`src/rtl/exfifo_pkt_ctrl.sv`:
```
// Packet sequencer between the host FIFO pair and the control CPU: captures one command
// packet, hands it to the consumer, then streams the in-place response back out.
module exfifo_pkt_ctrl #(
    parameter int unsigned PKT_WORDS  = 16,
    parameter int unsigned RST_CYCLES = 8,
    localparam int unsigned AW = $clog2(PKT_WORDS)
) (
    input  logic          clk,
    input  logic          reset_n,
    input  logic [31:0]   if_d,
    output logic          if_rd,
    input  logic          if_rdempty,
    output logic [31:0]   of_d,
    output logic          of_wr,
    input  logic          of_wrfull,
    output logic          fifo_rst,
    input  logic          sw_rst,
    output logic          cmd_valid,
    input  logic [AW-1:0] cmd_addr,
    output logic [31:0]   cmd_rdata,
    input  logic          rsp_we,
    input  logic [AW-1:0] rsp_addr,
    input  logic [31:0]   rsp_wdata,
    input  logic          cmd_done,
    output logic [15:0]   pkt_cnt
);

    localparam logic [AW:0]   WordsC   = PKT_WORDS[AW:0];
    localparam logic [AW:0]   LastWC   = WordsC - 1'b1;
    localparam logic [31:0]   RstLastC = RST_CYCLES - 1;

    typedef enum logic [2:0] {StRst, StIdle, StRx, StCmd, StTx} state_e;

    state_e      state_q;
    logic [31:0] rst_cnt_q;
    logic [AW:0] rd_cnt_q;
    logic [AW:0] cap_cnt_q;
    logic [AW:0] tx_cnt_q;
    logic        rd_q;
    logic [15:0] pkt_cnt_q;
    logic [31:0] pkt_buf_q [PKT_WORDS];

    assign if_rd     = (state_q == StRx) && !if_rdempty && (rd_cnt_q < WordsC);
    assign of_wr     = (state_q == StTx) && !of_wrfull;
    assign of_d      = (state_q == StTx) ? pkt_buf_q[tx_cnt_q[AW-1:0]] : '0;
    assign cmd_valid = (state_q == StCmd);
    assign fifo_rst  = (state_q == StRst);
    assign cmd_rdata = pkt_buf_q[cmd_addr];
    assign pkt_cnt   = pkt_cnt_q;

    // Packet storage is not reset so a software FIFO reset leaves it intact.
    always_ff @(posedge clk) begin
        if (!sw_rst) begin
            if (state_q == StRx && rd_q) begin
                pkt_buf_q[cap_cnt_q[AW-1:0]] <= if_d;
            end else if (state_q == StCmd && rsp_we) begin
                pkt_buf_q[rsp_addr] <= rsp_wdata;
            end
        end
    end

    always_ff @(posedge clk or negedge reset_n) begin
        if (!reset_n) begin
            state_q   <= StRst;
            rst_cnt_q <= '0;
            rd_cnt_q  <= '0;
            cap_cnt_q <= '0;
            tx_cnt_q  <= '0;
            rd_q      <= 1'b0;
            pkt_cnt_q <= '0;
        end else if (sw_rst) begin
            state_q   <= StRst;
            rst_cnt_q <= '0;
            rd_cnt_q  <= '0;
            cap_cnt_q <= '0;
            tx_cnt_q  <= '0;
            rd_q      <= 1'b0;
        end else begin
            case (state_q)
                StRst: begin
                    if (rst_cnt_q == RstLastC) begin
                        state_q <= StIdle;
                    end else begin
                        rst_cnt_q <= rst_cnt_q + 1'b1;
                    end
                end
                StIdle: begin
                    rd_cnt_q  <= '0;
                    cap_cnt_q <= '0;
                    rd_q      <= 1'b0;
                    if (!if_rdempty) begin
                        state_q <= StRx;
                    end
                end
                StRx: begin
                    // Non-showahead FIFO: data for a read arrives one cycle later.
                    rd_q <= if_rd;
                    if (if_rd) begin
                        rd_cnt_q <= rd_cnt_q + 1'b1;
                    end
                    if (rd_q) begin
                        cap_cnt_q <= cap_cnt_q + 1'b1;
                        if (cap_cnt_q == LastWC) begin
                            state_q <= StCmd;
                        end
                    end
                end
                StCmd: begin
                    if (cmd_done) begin
                        state_q  <= StTx;
                        tx_cnt_q <= '0;
                    end
                end
                StTx: begin
                    if (of_wr) begin
                        tx_cnt_q <= tx_cnt_q + 1'b1;
                        if (tx_cnt_q == LastWC) begin
                            state_q   <= StIdle;
                            pkt_cnt_q <= pkt_cnt_q + 16'd1;
                        end
                    end
                end
                default: begin
                    state_q   <= StRst;
                    rst_cnt_q <= '0;
                end
            endcase
        end
    end

endmodule
```
`config.mk`:
```
export PLATFORM = sky130hd
export DESIGN_NAME = exfifo_pkt_ctrl
export DESIGN_NICKNAME = d
export VERILOG_FILES = /design/src/rtl/exfifo_pkt_ctrl.sv
export SDC_FILE = /design/constraint.sdc
export NUM_CORES = 1
export LEC_CHECK = 0
export CAP_MARGIN = 20
export CORE_MARGIN = 4
export CORE_UTILIZATION = 35
export CTS_CLUSTER_SIZE = 24
export DETAILED_ROUTE_END_ITERATION = 10
export HOLD_SLACK_MARGIN = 0.02
export PLACE_DENSITY = 0.53
export SLEW_MARGIN = 20
export SYNTH_ARGS = -nofsm -noshare
export SYNTH_HDL_FRONTEND = slang
export SYNTH_SLANG_ARGS = --single-unit
```
`constraint.sdc`:
```
create_clock -name clk -period 3.2 [get_ports clk]
set_input_delay 0.48 -clock clk [delete_from_list [all_inputs] [get_ports clk]]
set_output_delay 0.48 -clock clk [all_outputs]
set_load 0.01 [all_outputs]
```
# Word level (Yosys, flattened, before mapping)
# Memory sizes are Yosys's and may differ from the RTL's.
# Cells that the tools add are included.
# W data, S select, Z words.
# classes
n_lt_le_gt_ge,1
reduce_logical,18
bitwise_logic,1
n_addsub,5
mux,35
n_eq_ne,17
# ops
cell,n
$mux W32,4
$pmux W32 S2,1
$mux W5,7
$add A32 B1 Y32 const B,1
$eq A32 B3 Y1 const B,1
$reduce_or A32 Y1,1
$pmux W5 S2,3
$mux W3,8
$add A16 B1 Y16 const B,1
$add A5 B1 Y5 const B,3
$ne A3 B3 Y1 const B,5
$pmux W3 S5,1
$eq A5 B4 Y1 const B,2
$mux W1,9
$ne A3 B2 Y1 const B,3
$reduce_and A7 Y1,1
$eq A3 B2 Y1 const B,2
$reduce_and A2 Y1,3
$reduce_bool A3 Y1,2
$logic_and A1 B1 Y1,5
$lt A5 B5 Y1 const B,1
$mux W4,1
$reduce_and A4 Y1,1
$reduce_or A4 Y1,1
other kinds (9),10
# word_totals
memories,1
word_cells,85
output_inout_bits,84
in_bits,79
reg_bits,67
mem_bits_rw,512
# memory_table
memory,words,word_bits,rd,rd_clocked_by_memory_dff,wr,line_no,source
pkt_buf_q,16,32,2,0,1,41,logic [31:0] pkt_buf_q [PKT_WORDS];

# Longest topological paths before layout
# depth
word_depth,8
ltp_mapped,9

# Least setup slack after synthesis
# No wires, ideal clock.
# synth_path
path_kind,register to register
startpoint,register state_q[0]
endpoint,memory pkt_buf_q[11][0] (enable)
arrival_ps,3059
setup_time_ps,421
stages_incl_launch_ff,6
path_slack_ps,-280
cell_sequence,dfrtp_1 buf_2 nor4b_1 nand2_1 o32a_1 nor2_1
# synth_via
elab_chain_len,8
word_cells_on_any_way,14
classes_between,eq/ne: 2; mux: 9; reduce/logical: 3
# synth_lines
element,line_no,source
start: declaration,34,state_e state_q;
start signal: assignment,64,state_q <= StRst;
start signal: assignment,72,state_q <= StRst;
start signal: assignment,82,state_q <= StIdle;
$eq A3 B2 Y1,56,end else if (state_q == StCmd && rsp_we) begin
$logic_and A1 B1 Y1,56,
$mux W1,56,
$mux W1,54,if (state_q == StRx && rd_q) begin
$mux W1,53,if (!sw_rst) begin
$mux W1 (implied by the code),57,pkt_buf_q[rsp_addr] <= rsp_wdata;
$reduce_or A32 Y1 (no line),--,
$mux W4 (no line) / $mux W1 (equally long branches),--,
end: declaration,41,
# Parallel ways exist; a longest one is shown, timed or not.

# Worst setup path after layout
# layout_path
startpoint,register tx_cnt_q[0]
endpoint,output of_d[7]
# layout_via
elab_chain_len,2
# layout_lines
element,line_no,source
start: declaration,38,logic [AW:0] tx_cnt_q;
start signal: assignment,116,tx_cnt_q <= tx_cnt_q + 1'b1;
$mem_v2 Z16 W32,--,
$mux W32,45,assign of_d = (state_q == StTx) ? pkt_buf_q[tx_cnt_q[AW-1:0]] : '0;
end: declaration,13,"output logic [31:0] of_d,"
# No other way between the ends.

==> impl_metrics.yaml <==
run_status:
  status: "finished, violations left"
  violations: "setup timing"
logic_synthesis:
  async_flop_share_pct: 11.6
  synthTopCellsByArea: "edfxtp_1 56%, mux4_2 26%, dfrtp_1 6.2%"
  synth_top_area_share_pct: 56.4
  syn_nets: 1493
  synth_edf_count: 512
  synth.largest_area_cell: "edfxtp_1"
  ys_ff_latch: 579
  synth.most_common_cell: "edfxtp_1"
  ys.flop_type: "edfxtp_1"
  yosysWarnings: 0
  synth_cell_types: 57
  yosysSeqAreaShare_pct: 62.5
  yosys-top-cells-count: "512 x edfxtp_1, 320 x mux4_2, 67 x dfrtp_1"
  avgSynthCellArea_um2: 19.4
  netlist_instances: 1407
  netlist_area_mm2: 0.0273
clock_network:
  cts-htree-levels: 3
  insertion_delay_ns: 0.60
  root_buffer: "clkbuf_16"
  cts.clk_slew.worst_paths_ns: 0.06
  cts-buffers-inserted: 66
  cts.sinks: 579
  tritoncts: "built"
  clockBufferDepth: 3
die:
  fp-row-count: 102
  start_util_pct: 35.2
  dieArea_mm2: 0.0824
  fp.dieH_um: 287
  die_x_um: 287
  core_mm2: 0.0773
  ios: 163
sta:
  drv_slew: 0
  fin_ws_ns: -0.173
  fmaxAchievable_mhz: 296
  fin_crit_sh_pct: 105
  fin_setup_tns_ns: -2.48
  tightest_slew_ns: 1.07
  hold_violations: 0
  setup_viol: 30
  max_slew_margin_pct: 28.4
  hold-worst-slack_ns: 0.472
  rsz0062_at_grt: "yes"
  clock_skew_ns: 0.0128
  min_period_ns: 3.37
global_route:
  grt.met1_usage_pct: 25.8
  antenna_found_initial: 1
  grt_use_met2_pct: 31.4
  grtUsageTotal_pct: 18.8
  gr-max-usage-layer: "met2"
  grt.overflow.total: 0
  grt.met3_usage_pct: 2.93
  grt_pass1_vias: 16500
  grt_pass1_wl_mm: 113
  grt_max_degree: 61
power_and_ir_drop:
  p_leak_nw: 11.0
  ir_drop_v: 0.000261
  total_power_mw: 16.5
  powerDensity_mw_per_mm2: 482
layout:
  nNetsFinal: 1764
  area_growth_pct: 25.3
  design_area_mm2: 0.0342
  final_cells: 2770
  drive_gt1_share_pct: 38.9
  final_util_pct: 44.2
critical_path:
  crit_buf_inv: 5
  endpoint_kind: "primary output"
  critPathRequiredTime_ns: 2.72
  path_cells: "buf_12 > buf_16 > buf_12 > buf_12 > mux4_2 > mux4_2 > nor2b_1 > buf_2"
  cp_slowest_cell: "dfrtp_4"
  critPathKind: "reg -> out"
  slowest_delay_ns: 0.50
  path_common_cell: "buf_12"
  cp_max_fo: 7
  critPathTopFamily: "multiplexers"
  start_kind: "flop"
  arrival_ns: 2.89
placed_design:
  dp.cells: 2621
  placed_area_mm2: 0.0314
  finalWeightedCongestion: 0.775
  io_buffers: 162
  place_ws_ns: 0.0918
  dp_hpwl_mm: 47.1
routing:
  drt_wl_total_mm: 77.2
  vias: 15500
  drc: 0
  vias_per_cell: 5.60
  final_antenna_net_count: 0
  drt_first_pass_iters: 6
  drt-initial-drc-count: 1266
  wl_per_cell_um: 27.9
worst_hold_path:
  hold_class: "reg -> reg"
run:
  maxCapViolations: 0
metal layers:
metal  share of wire [%]  vias up
met4                 1.8        0
li1                    -     6566
met1                  43     8430
met2                  50      422
met3                 5.0       85
met5                   0        -
cell families after synthesis:
group	Yosys count	synth area share (%)
DFF	579	62.5
muxes	356	27.9
and+or+nand+nor	236	4.61
buffers and inverters	111	1.60
AOI/OAI and AO/OA	92	2.17
xor gates and xnor gates	26	0.835
adders and majority gates	7	0.321
power breakdown:
| part | internal [mW] | leakage [nW] | switching [mW] | total [mW] |
|---|---|---|---|---|
| Combinational | 0.442 | 4.48 | 0.412 | 0.854 |
| Clock | 4.29 | 1.02 | 3.07 | 7.36 |
| Sequential | 8.23 | 5.52 | 0.00857 | 8.24 |
final timing paths:
kind / start / end / slack, ns / cells past startpoint
worst min-delay path: tx_cnt_q[4]$_DFFE_PN0P_ / tx_cnt_q[4]$_DFFE_PN0P_ / 0.47 / 2
worst max register to register: tx_cnt_q[1]$_DFFE_PN0P_ / pkt_cnt[14]$_DFFE_PN0P_ / 0.29 / 9
min in group asynchronous: reset_n / cap_cnt_q[0]$_DFFE_PN0P_ / 0.54 / 2
max in group asynchronous: reset_n / pkt_cnt[11]$_DFFE_PN0P_ / 1.98 / 3
worst max-delay path: tx_cnt_q[0]$_DFFE_PN0P_ / of_d[7] / -0.17 / 8
worst min register to register: tx_cnt_q[4]$_DFFE_PN0P_ / tx_cnt_q[4]$_DFFE_PN0P_ / 0.47 / 2
sequential cells by signal, summed over array words and instances, names as in the netlist:
name	cells
rd_cnt_q	5
rst_cnt_q	32
state_q	3
tx_cnt_q	5
cap_cnt_q	5
pkt_cnt	16
pkt_buf_q	512
rd_q	1
final cells by class:
class / instances / area, µm²
antenna: 1 / 2.50
clock buffer: 83 / 1750
timing repair buffer: 298 / 3580
clock inverter: 36 / 334
fill: 6725 / 43200
sequential: 579 / 17100
tap: 1040 / 1300
inverter: 16 / 60.1
multi-input combinational: 717 / 10100
worst reg2reg max path: stages (launching register included):
cell,delay (ns)
dfrtp_4,0.61
buf_4,0.20
ha_1,0.18
and3_1,0.17
ha_1,0.18
nor3b_1,0.43
and4_1,0.34
nand4_1,0.27
nor3_1,0.27
xor2_1,0.19
timing repair:
item / 4_1_cts / 5_1_grt
endpoints found under the setup margin: 32 / 33
resized for setup: 181 / 40
pin swaps: 0 / 0
cloned: 9 / 1
hold endpoints to repair: 33 / 0
hold buffers: 1 / 0
buffers inserted: 21 / 6
layout by cell type, fill, tap and decap left out, types with 12 or more instances in the layout:
master             n
clkinv_1          12
or3_1             16
nor2_1            40
nor2b_4           22
nand2_1           41
mux4_2           320
dfrtp_1           63
mux2_2            34
buf_4             60
edfxtp_1         512
clkbuf_1          15
clkbuf_16         68
a21oi_1           23
buf_2             13
nand3_1           19
o21ai_0           24
nor2_4            16
clkdlybuf4s50_1  125
xor2_1            19
buf_12            60
buf_6             27
inv_1             16
No activity file was read; power rests on OpenSTA's default activity.
